File: config.mk
export PLATFORM = sky130hd
export DESIGN_NAME = alu_seq_ctrl
export DESIGN_NICKNAME = d
export VERILOG_FILES = /design/src/rtl/alu_pkg.sv /design/src/rtl/alu_cond_eval.sv /design/src/rtl/alu_seq_ctrl.sv
export SDC_FILE = /design/constraint.sdc
export NUM_CORES = 1
export LEC_CHECK = 0
export CAP_MARGIN = 0
export CELL_PAD_IN_SITES_DETAIL_PLACEMENT = 2
export CELL_PAD_IN_SITES_GLOBAL_PLACEMENT = 2
export CORE_MARGIN = 5
export CORE_UTILIZATION = 23
export DETAILED_ROUTE_END_ITERATION = 8
export PLACE_DENSITY_LB_ADDON = 0.3
export SLEW_MARGIN = 20
export SYNTH_ARGS = -nofsm -noshare
export SYNTH_HDL_FRONTEND = slang
export SYNTH_HIERARCHICAL = 1
export SYNTH_SLANG_ARGS = --single-unit
File: constraint.sdc
create_clock -name clk -period 1.5 [get_ports clk]
set_input_delay 0.45 -clock clk [delete_from_list [all_inputs] [get_ports clk]]
set_output_delay 0.45 -clock clk [all_outputs]
set_load 0.1 [all_outputs]
File: src/rtl/alu_pkg.sv
// Shared constants and types for the sequenced ALU controller: ALU codes,
// condition codes, FSM state type and NZCV bit positions.
package alu_pkg;

    localparam logic [2:0] ALU_NOP = 3'b000;
    localparam logic [2:0] ALU_ADD = 3'b001;
    localparam logic [2:0] ALU_SUB = 3'b010;
    localparam logic [2:0] ALU_AND = 3'b011;
    localparam logic [2:0] ALU_OR  = 3'b100;
    localparam logic [2:0] ALU_XOR = 3'b101;
    localparam logic [2:0] ALU_SLT = 3'b110;
    localparam logic [2:0] ALU_SLL = 3'b111;

    localparam logic [3:0] COND_EQ = 4'h0;
    localparam logic [3:0] COND_NE = 4'h1;
    localparam logic [3:0] COND_CS = 4'h2;
    localparam logic [3:0] COND_CC = 4'h3;
    localparam logic [3:0] COND_MI = 4'h4;
    localparam logic [3:0] COND_PL = 4'h5;
    localparam logic [3:0] COND_VS = 4'h6;
    localparam logic [3:0] COND_VC = 4'h7;
    localparam logic [3:0] COND_HI = 4'h8;
    localparam logic [3:0] COND_LS = 4'h9;
    localparam logic [3:0] COND_GE = 4'hA;
    localparam logic [3:0] COND_LT = 4'hB;
    localparam logic [3:0] COND_GT = 4'hC;
    localparam logic [3:0] COND_LE = 4'hD;
    localparam logic [3:0] COND_AL = 4'hE;

    // Bit positions inside the {N,Z,C,V} status register.
    localparam int unsigned FLAG_N = 3;
    localparam int unsigned FLAG_Z = 2;
    localparam int unsigned FLAG_C = 1;
    localparam int unsigned FLAG_V = 0;

    typedef enum logic [1:0] {
        StIdle  = 2'd0,
        StIssue = 2'd1,
        StResp  = 2'd2
    } state_e;

endpackage

File: src/rtl/alu_cond_eval.sv
// Combinational evaluation of a 4-bit condition code against the NZCV flags.
module alu_cond_eval
    import alu_pkg::*;
(
    input  logic [3:0] flags,
    input  logic [3:0] cond,
    output logic       pass
);

    logic n, z, c, v;

    assign n = flags[FLAG_N];
    assign z = flags[FLAG_Z];
    assign c = flags[FLAG_C];
    assign v = flags[FLAG_V];

    always_comb begin
        pass = 1'b1;
        case (cond)
            COND_EQ: pass = z;
            COND_NE: pass = !z;
            COND_CS: pass = c;
            COND_CC: pass = !c;
            COND_MI: pass = n;
            COND_PL: pass = !n;
            COND_VS: pass = v;
            COND_VC: pass = !v;
            COND_HI: pass = c && !z;
            COND_LS: pass = !c || z;
            COND_GE: pass = (n == v);
            COND_LT: pass = (n != v);
            COND_GT: pass = !z && (n == v);
            COND_LE: pass = z || (n != v);
            default: pass = 1'b1;
        endcase
    end

endmodule

File: src/rtl/alu_seq_ctrl.sv
// Sequencer that issues one command to an external combinational ALU and returns
// its result. Conditional execution is compiled in only with ALU_COND_EXEC_EN.
module alu_seq_ctrl
    import alu_pkg::*;
#(
    parameter int unsigned DATA_W  = 32,
    parameter int unsigned SHIFT_W = 6
) (
    input  logic               clk,
    input  logic               rst_n,

    input  logic               cmd_valid,
    output logic               cmd_ready,
    input  logic [DATA_W-1:0]  cmd_op0,
    input  logic [DATA_W-1:0]  cmd_op1,
    input  logic [2:0]         cmd_control,
    input  logic [SHIFT_W-1:0] cmd_shift,
    input  logic [3:0]         cmd_cond,
    input  logic               cmd_set_flags,

    output logic [DATA_W-1:0]  alu_operand0,
    output logic [DATA_W-1:0]  alu_operand1,
    output logic [2:0]         alu_control,
    output logic [SHIFT_W-1:0] alu_shift,
    input  logic [DATA_W-1:0]  alu_result,
    input  logic               alu_Z,
    input  logic               alu_V,
    input  logic               alu_C,
    input  logic               alu_N,

    output logic               rsp_valid,
    input  logic               rsp_ready,
    output logic [DATA_W-1:0]  rsp_result,
    output logic               rsp_skipped,
    output logic [3:0]         flags_nzcv,
    output logic               busy
);

    state_e state_q, state_d;

    logic [DATA_W-1:0]  op0_q, op1_q;
    logic [2:0]         control_q;
    logic [SHIFT_W-1:0] shift_q;
    logic [3:0]         cond_q;
    logic               set_flags_q;
    logic [DATA_W-1:0]  rsp_result_q;
    logic [3:0]         flags_q;
    logic               accept;
    logic               exec_pass;

    assign accept = cmd_valid && cmd_ready;

`ifdef ALU_COND_EXEC_EN
    logic rsp_skipped_q;

    alu_cond_eval u_cond_eval (
        .flags (flags_q),
        .cond  (cond_q),
        .pass  (exec_pass)
    );

    assign rsp_skipped = rsp_skipped_q;

    always_ff @(posedge clk or negedge rst_n) begin
        if (!rst_n) begin
            rsp_skipped_q <= 1'b0;
        end else if (state_q == StIssue) begin
            rsp_skipped_q <= !exec_pass;
        end
    end
`else
    logic unused_cond;

    assign unused_cond = ^cond_q;
    assign exec_pass   = 1'b1;
    assign rsp_skipped = 1'b0;
`endif

    always_ff @(posedge clk or negedge rst_n) begin
        if (!rst_n) begin
            state_q <= StIdle;
        end else begin
            state_q <= state_d;
        end
    end

    always_comb begin
        state_d = state_q;
        case (state_q)
            StIdle:  if (accept) state_d = StIssue;
            StIssue: state_d = StResp;
            StResp:  if (rsp_ready) state_d = StIdle;
            default: state_d = StIdle;
        endcase
    end

    always_comb begin
        cmd_ready    = (state_q == StIdle);
        busy         = (state_q != StIdle);
        rsp_valid    = (state_q == StResp);
        alu_operand0 = '0;
        alu_operand1 = '0;
        alu_control  = ALU_NOP;
        alu_shift    = '0;
        if (state_q == StIssue) begin
            alu_operand0 = op0_q;
            alu_operand1 = op1_q;
            alu_control  = control_q;
            alu_shift    = shift_q;
        end
    end

    always_ff @(posedge clk or negedge rst_n) begin
        if (!rst_n) begin
            op0_q       <= '0;
            op1_q       <= '0;
            control_q   <= ALU_NOP;
            shift_q     <= '0;
            cond_q      <= COND_AL;
            set_flags_q <= 1'b0;
        end else if (accept) begin
            op0_q       <= cmd_op0;
            op1_q       <= cmd_op1;
            control_q   <= cmd_control;
            shift_q     <= cmd_shift;
            cond_q      <= cmd_cond;
            set_flags_q <= cmd_set_flags;
        end
    end

    // Result and flags are captured only on the ISSUE edge, so they hold through RESP.
    always_ff @(posedge clk or negedge rst_n) begin
        if (!rst_n) begin
            rsp_result_q <= '0;
            flags_q      <= 4'b0000;
        end else if (state_q == StIssue) begin
            if (exec_pass) begin
                rsp_result_q <= alu_result;
                if (set_flags_q) begin
                    flags_q <= {alu_N, alu_Z, alu_C, alu_V};
                end
            end else begin
                rsp_result_q <= '0;
            end
        end
    end

    assign rsp_result = rsp_result_q;
    assign flags_nzcv = flags_q;

endmodule

==> results.md, run 1 <==
- Outcome: finished with violations
- Failing checks: negative setup slack
- Post-route insts no fill: 857
- CP arrival: ~1600 ps
- Fillers: 1857
- Ys Warns: 6
- Final Slew Violations: 0
- Reg2Reg Capture Point: shift_q[3]
- Final WL: 19.3 mm
- Yosys cell types: 16
- Setup ws final: -543 ps
- Setup tns final: -55560 ps
- Width of the die: 153 um
- Routed length per instance: 22.5 um
- Top post-synthesis cells by area: dfrtp_1 60%, mux2_2 15%, mux2_1 12%, and2_1 9.7%, buf_6 1.2%
- H-Tree Level Count: 3
- Avg Inst Size Synth: 14.5 um^2
- Crit path time final: 2040 ps
- Max Cap Violations: 0
- Antenna diodes: 0
- Crit-path max FO: 13
- Required @ worst endpoint: between 1000 and 1500 ps
- Die Y: around 150 um
- IO Pins: 231
- Drt first pass iters: 4
- Hold WC Path Type: input port to async pin
- Reg2reg start: state_q[1]
- Register-to-register setup slack: -280 ps
- Hold Buf Count CTS: 0
- Clk Latency, worst-skew pair: between 300 and 400 ps
- Via/cell ratio: 4.22
- Share of cells above drive strength 1: 0.549
- DIE AREA: 23400 um^2
- Post-synthesis cell count: 325
- Crit. Startpoint: state_q[1]
- Hpwl dp: ~12 mm
- Hold Slack: between 90 and 100 ps
- Starting Density: 0.233
- Global-route wire length before repair: 27.5 mm
- Critical path endpoint category: output pin
- Max Clock Freq: 490 MHz
- Critical path class: flip-flop to output pin
- Final setup vio count: 182
- Std-Cell Rows: 52
- Final Skew: ~6.5 ps
- Total grt overflow: 0
- CTS clk-pin slew, worst paths: around 80 ps
- Area delta synth->final: 106%
- Vias after detailed routing: between 3k and 4k
- Max Root-Sink Buffers: 2
- Startpoint types: flip-flop
- Placed Instances: 812
- Num CTS Buffers: 9
- Sink Count: 112
- Final worst-path cycle share: 1.36
- Critical Path End: alu_operand0[19]
- ANT nets after route: 0
- Final Wtd Congestion: 0.697
- Largest net degree at the start of global routing: between 50 and 60
- Core ar.: just over 20000 um^2
- # DRC: 0
- All-Layer GR Usage: 0.153
- Unrepaired setup endpoints after global routing: yes
- Root Buffer: clkbuf_16
- I/O Buffers: ~230
- Initial antenna violation count: 0
- Synth Cell Area: about 4700 um^2
- Seq/Total Area, Yosys: 0.597
- Cell taking the most area after synthesis: dfrtp_1
- FF-to-FF path depth: 7
- First-iteration detailed-routing DRC count: 77
- Vias in the first global route: 4302
- Flop and latch count out of synthesis: 112
- CTS tree: done
- Fin nets: 700
- Area share of the largest cell type after synthesis: 0.597
- Net Count, Synth: roughly 440
- Final Hold Viols: 0
## cell families after synthesis
kind of cell	synth area share
mux	0.264
simple gates	0.105
other cells	0.000798
flops	0.597
buf+inv	0.0325
compound gates	0.00160
## how the worst min path moves through the flow
stage | startpoint | endpoint | slack (ps)
floorplan | rst_n | control_q[0] | 150
global placement | op1_q[16] | op1_q[16] | 460
detailed placement | op1_q[20] | op1_q[20] | 470
CTS | rst_n | op1_q[2] | 100
global route | rst_n | op1_q[2] | 120
finish | rst_n | op1_q[2] | 90
## synthesized netlist by cell type (all sizes together)
master and instances:
nor2b 2, buf 14, mux2 110, inv 2, clkbuf 7, dfrtp 112
nor2 1, and2 73, nor3b 1, a21o 1, conb 1, nand3b 1
## stage by stage
| stage | utilization | setup WS (ps) | instance area, um^2 |
|---|---|---|---|
| 6_report | 0.480 | -543 | 9680 |
| 5_1_grt | 0.480 | -624 | 9680 |
| 4_1_cts | 0.461 | -553 | 9310 |
| 3_5_place_dp | 0.425 | -534 | 8580 |
| 3_3_place_gp | 0.425 | -509 | 8580 |
| 2_1_floorplan | - | -467 | 4840 |
## what timing repair did
| action | in CTS | in global routing |
|---|---|---|
| cloned | 9 | 8 |
| endpoints found under the hold margin | 0 | 0 |
| resized for setup | 36 | 58 |
| buffers inserted | 10 | 4 |
| pin swaps | 2 | 5 |
| setup endpoints to repair | 173 | 182 |
## area by class of cell
| cell class | instances | area [um^2] | area share |
|---|---|---|---|
| clock buffers | 11 | 233 | 0.0240 |
| clock inverters | 5 | 33.8 | 0.00349 |
| well taps | 270 | 338 | 0.0349 |
| flip-flops and latches | 112 | 2800 | 0.290 |
| repair buffers | 267 | 4190 | 0.433 |
| multi-input cells | 190 | 2070 | 0.214 |
| inverters | 2 | 7.51 | 0.000775 |
## layout by cell type, fill, tap and decap left out
cell type	instances
buf_8	1
clkdlybuf4s50_1	112
clkinvlp_4	2
clkinv_4	1
mux2_4	37
clkbuf_1	2
clkinv_2	2
nor2b_4	2
a21o_1	1
clkbuf_16	17
and2_2	15
inv_1	1
nor2_4	1
mux2_2	38
buf_4	7
conb_1	1
mux2_1	35
nor3b_4	1
inv_2	1
buf_12	124
dfrtp_1	112
nand3b_1	1
buf_16	8
and2_4	58
buf_6	6
bufbuf_16	1
## critical path, stage by stage (launching register included)
cell and delay [ps]:
dfrtp_1 410, nor2b_4 160, buf_6 140, clkbuf_16 160
and2_2 180, buf_12 180
## registers in the layout, indices dropped and copies added, names as in the netlist
signal,cells
op0_q,32
op1_q,32
rsp_result,32
shift_q,6
flags_nzcv,4
control_q,3
state_q,2
set_flags_q,1
## metal layers
metal	vias up	GRT usage	wire, um
li1	1601	-	-
met1	1874	0.169	7360
met2	132	0.284	10400
met3	13	0.0492	1280
met4	0	0.0424	229
met5	-	0	0
Power of run 1 is not shown: default switching activity piles up to over one toggle a cycle in this logic, so the estimate is an artifact.
==> run 2: changes to the inputs <==
Settings changed: GPL_TIMING_DRIVEN set to 0.
==> results.md, run 2 (same netlist as run 1, synthesis figures left out) <==
- Outcome: finished with violations
- Failing checks: negative setup slack
- Root Buffer: clkbuf_16
- Hpwl dp: about 12 mm
- Starting Density: 0.233
- Total grt overflow: 0
- Die Y: 153 um
- Max Root-Sink Buffers: 2
- Final worst-path cycle share: 1.42
- Crit path time final: 2130 ps
- CP arrival: 1680 ps
- Util after Layout: 0.471
- Crit. Startpoint: state_q[1]
- CTS clk-pin slew, worst paths: 80 ps
- Unrepaired setup endpoints after global routing: yes
- Startpoint types: flip-flop
- Reg2reg start: state_q[1]
- Vias after detailed routing: 3635
- Slew HR: 0.622
- Max Clock Freq: 470 MHz
- Final Wtd Congestion: ~0.71
- Area delta synth->final: 102%
- Routed length per instance: 20.6 um
- All-Layer GR Usage: 0.145
- I/O Buffers: 225
- Most frequent cells in the layout: 112 x clkdlybuf4s50_1, 110 x dfrtp_1, 86 x buf_12, 78 x mux2_4, 73 x and2_4
- Final Skew: 15.2 ps
- Via/cell ratio: 4.16
- ANT nets after route: 0
- Final Hold Viols: 0
- # DRC: 0
- Initial antenna violation count: 0
- Commonest non-fill, non-tap cell in the layout: clkdlybuf4s50_1
- Max Cap Violations: 0
- DIE AREA: between 20000 and 25000 um^2
- H-Tree Level Count: 3
- Drt first pass iters: 4
- Num CTS Buffers: 9
- Sink Count: around 110
- Critical path endpoint category: output pin
- IO Pins: 231
- Required @ worst endpoint: 1050 ps
- Setup ws final: -627 ps
- Critical path class: flip-flop to output pin
- Worst-margin pin slew: 566 ps
- Fin nets: 717
- CTS tree: done
- Final WL: around 18 mm
- Largest net degree at the start of global routing: 58
- Std-Cell Rows: 52
- Core ar.: roughly 20000 um^2
- Global-route wire length before repair: 26.6 mm
- Final setup vio count: 151
- Clk Latency, worst-skew pair: 350 ps
- Width of the die: 153 um
- Antenna diodes: 0
- Hold WC Path Type: input port to async pin
- Vias in the first global route: approximately 4.4k
- Final Slew Violations: 0
- First-iteration detailed-routing DRC count: 58
- Share of cells above drive strength 1: 0.623
- Crit-path max FO: 10
run 2: routing by layer:
metal  up-vias  wire length, um  global-route usage
li1       1628                -                   -
met2       131             9530               0.264
met1      1863             7120               0.164
met4         0              224              0.0412
met3        13             1130              0.0452
met5         -                0                   0
run 2: through the flow:
stage | hold WS, ps | setup WS [ps] | area [um^2] | std cells | TNS (ps)
6_report | 56.2 | -627 | 9510 | 874 | -74860
5_1_grt | 95.3 | -701 | 9510 | 874 | -86860
4_1_cts | 77.6 | -640 | 9080 | 865 | -67400
3_5_place_dp | 463 | -1740 | 7460 | 821 | -174980
3_3_place_gp | 460 | -4570 | 7430 | 820 | -679460
2_1_floorplan | 154 | -467 | 4840 | 325 | -26310
run 2: path summary, 6_finish.rpt:
check	endpoint	cells after the start	slack (ps)
max	alu_operand1[17]	6	-630
min	op1_q[6]	1	60
max reg2reg	op1_q[13]	8	-480
min reg2reg	op1_q[6]	1	510
max in group asynchronous	state_q[0]	2	740
min in group clk	op1_q[6]	1	510
run 2: final cells by class:
class | count | area (um^2)
plain buffers | 18 | 328
clock buffers | 11 | 233
clock inverters | 5 | 57.6
fillers | 1888 | 10700
inverters | 2 | 7.51
multi-input cells | 190 | 2250
flip-flops and latches | 112 | 2810
well taps | 270 | 338
repair buffers | 266 | 3490
run 2: critical path, cell delays in order, from the launching register on:
cell and delay [ps]:
dfrtp_2 430, nor2b_4 130, buf_8 140, buf_12 140, clkbuf_16 150, and2_4 160, buf_12 170
run 2: repair_timing:
action                      CTS  global route
pin swaps                     3            11
buffers inserted             21            17
resized for setup          1013           106
hold endpoints to repair      0             0
setup endpoints to repair   218           184
hold buffers                  0             0
gates cloned                  7             3
Power of run 2 is left out for the same reason.
==> run 3: changes to the inputs <==
Settings changed: CAP_MARGIN 0 to 10.
Clock period 1.5 ns to 1.75 ns, I/O delays scaled along.
==> results.md, run 3 (same netlist as run 1, synthesis figures left out) <==
- Outcome: finished with violations
- Failing checks: negative setup slack
- Antenna diodes: 0
- Startpoint types: flip-flop
- ANT nets after route: 0
- Drt first pass iters: 3
- Post-route insts no fill: 880
- Crit. Startpoint: state_q[1]
- FF-to-FF path depth: 9
- All-Layer GR Usage: 0.143
- Fillers: 1885
- Slew HR: 0.622
- Routed length per instance: between 20 and 25 um
- Vias after detailed routing: 3670
- IO Pins: 231
- Share of cells above drive strength 1: 0.630
- Root Buffer: clkbuf_16
- Max Cap Violations: 0
- Vias in the first global route: 4282
- Crit path time final: 2180 ps
- Hold WC Path Type: input port to async pin
- Hold Buf Count CTS: 0
- Crit-path max FO: 8
- CTS tree: done
- Core ar.: roughly 20000 um^2
- Final Wtd Congestion: 0.701
- Global-route wire length before repair: 26.2 mm
- Register-to-register setup slack: -190 ps
- Total grt overflow: 0
- Placed Instances: roughly 800
- Starting Density: 0.233
- Critical path class: flip-flop to output pin
- Critical path endpoint category: output pin
- Via/cell ratio: ~4.2
- Most frequent cells in the layout: 112 x clkdlybuf4s50_1, 110 x dfrtp_1, 77 x buf_12, 73 x and2_4, 65 x mux2_4
- Initial antenna violation count: 0
- Std-Cell Rows: 52
- Unrepaired setup endpoints after global routing: yes
- Reg2Reg Capture Point: op1_q[1]
- Final worst-path cycle share: 1.24
- Die Y: 153 um
- Multi-input logic area: 2200 um^2
- Final setup vio count: between 100 and 150
- Critical Path End: alu_operand0[8]
- Required @ worst endpoint: 1220 ps
- Final WL: 18.0 mm
- # DRC: 0
- Fin nets: 723
- Register area: 2810 um^2
- Commonest non-fill, non-tap cell in the layout: clkdlybuf4s50_1
- Largest net degree at the start of global routing: between 50 and 60
- Area delta synth->final: 102%
- Setup tns final: -38390 ps
- Num CTS Buffers: 9
- CP arrival: 1650 ps
- Width of the die: about 150 um
- Final Hold Viols: 0
- Sink Count: ~110
- First-iteration detailed-routing DRC count: 80
- CTS clk-pin slew, worst paths: about 80 ps
- Final Skew: 11.1 ps
- H-Tree Level Count: 3
- Clk Latency, worst-skew pair: around 350 ps
- Setup ws final: -428 ps
- Reg2reg start: state_q[1]
- Worst-margin pin slew: roughly 570 ps
- Final Slew Violations: 0
- DIE AREA: ~23000 um^2
- I/O Buffers: 225
- Max Root-Sink Buffers: 2
- Hpwl dp: 11.5 mm
- Placement Setup Slack: -1590 ps
- Max Clock Freq: 459 MHz
## run 3: cell types whose count changed in the layout (fill, tap and decap cells not counted), sizes merged
| cell | delta |
|---|---|
| clkinvlp | -2 |
| bufinv | -1 |
| bufbuf | +1 |
| clkbuf | +1 |
| buf | +3 |
| inv | +3 |
| clkinv | +1 |
## run 3: routing by layer
| metal | GRT usage | part of all wire | up-vias |
|---|---|---|---|
| met2 | 0.256 | 0.54 | 134 |
| met3 | 0.0464 | 0.060 | 16 |
| li1 | - | - | 1650 |
| met5 | 0 | 0 | - |
| met1 | 0.162 | 0.39 | 1870 |
| met4 | 0.0429 | 0.015 | 0 |
## run 3: area by class of cell
type	instances	share of cell area
Inverter	2	0.000793
Buffer	16	0.0291
Clock buffer	10	0.0252
Clock inverter	6	0.00529
Timing Repair Buffer	274	0.376
Tap cell	270	0.0357
Sequential cell	112	0.296
Multi-Input combinational cell	190	0.232
## run 3: how the worst min path moves through the flow
stage | from | cells after the start | slack, ps | to
floorplan | rst_n | 0 | 230 | control_q[0]
global placement | op1_q[25] | 1 | 460 | op1_q[25]
detailed placement | op1_q[28] | 1 | 470 | op1_q[28]
CTS | rst_n | 1 | 150 | op1_q[7]
global route | rst_n | 1 | 170 | op1_q[7]
finish | rst_n | 1 | 130 | op1_q[7]
## run 3: critical path: stages, from the launching register on
cell       delay (ps)
dfrtp_2           430
nor2b_4           130
buf_12            140
buf_12            130
clkbuf_16         140
and2_4            150
buf_12            170
## run 3: timing repair
| action | in CTS | in global routing |
|---|---|---|
| gates resized for setup | 957 | 90 |
| pin swaps | 23 | 12 |
| hold endpoints to repair | 0 | 0 |
| setup endpoints to repair | 125 | 150 |
| setup buffers | 18 | 18 |
| cloned | 9 | 7 |
## run 3: through the flow
stage,hold WS [ps],area [um^2],util
2_1_floorplan,229,4840,-
4_1_cts,147,8950,0.444
6_report,128,9470,0.469
5_1_grt,167,9470,0.469
3_5_place_dp,470,7460,0.370
3_3_place_gp,459,7430,0.369
Power of run 3 is left out for the same reason.
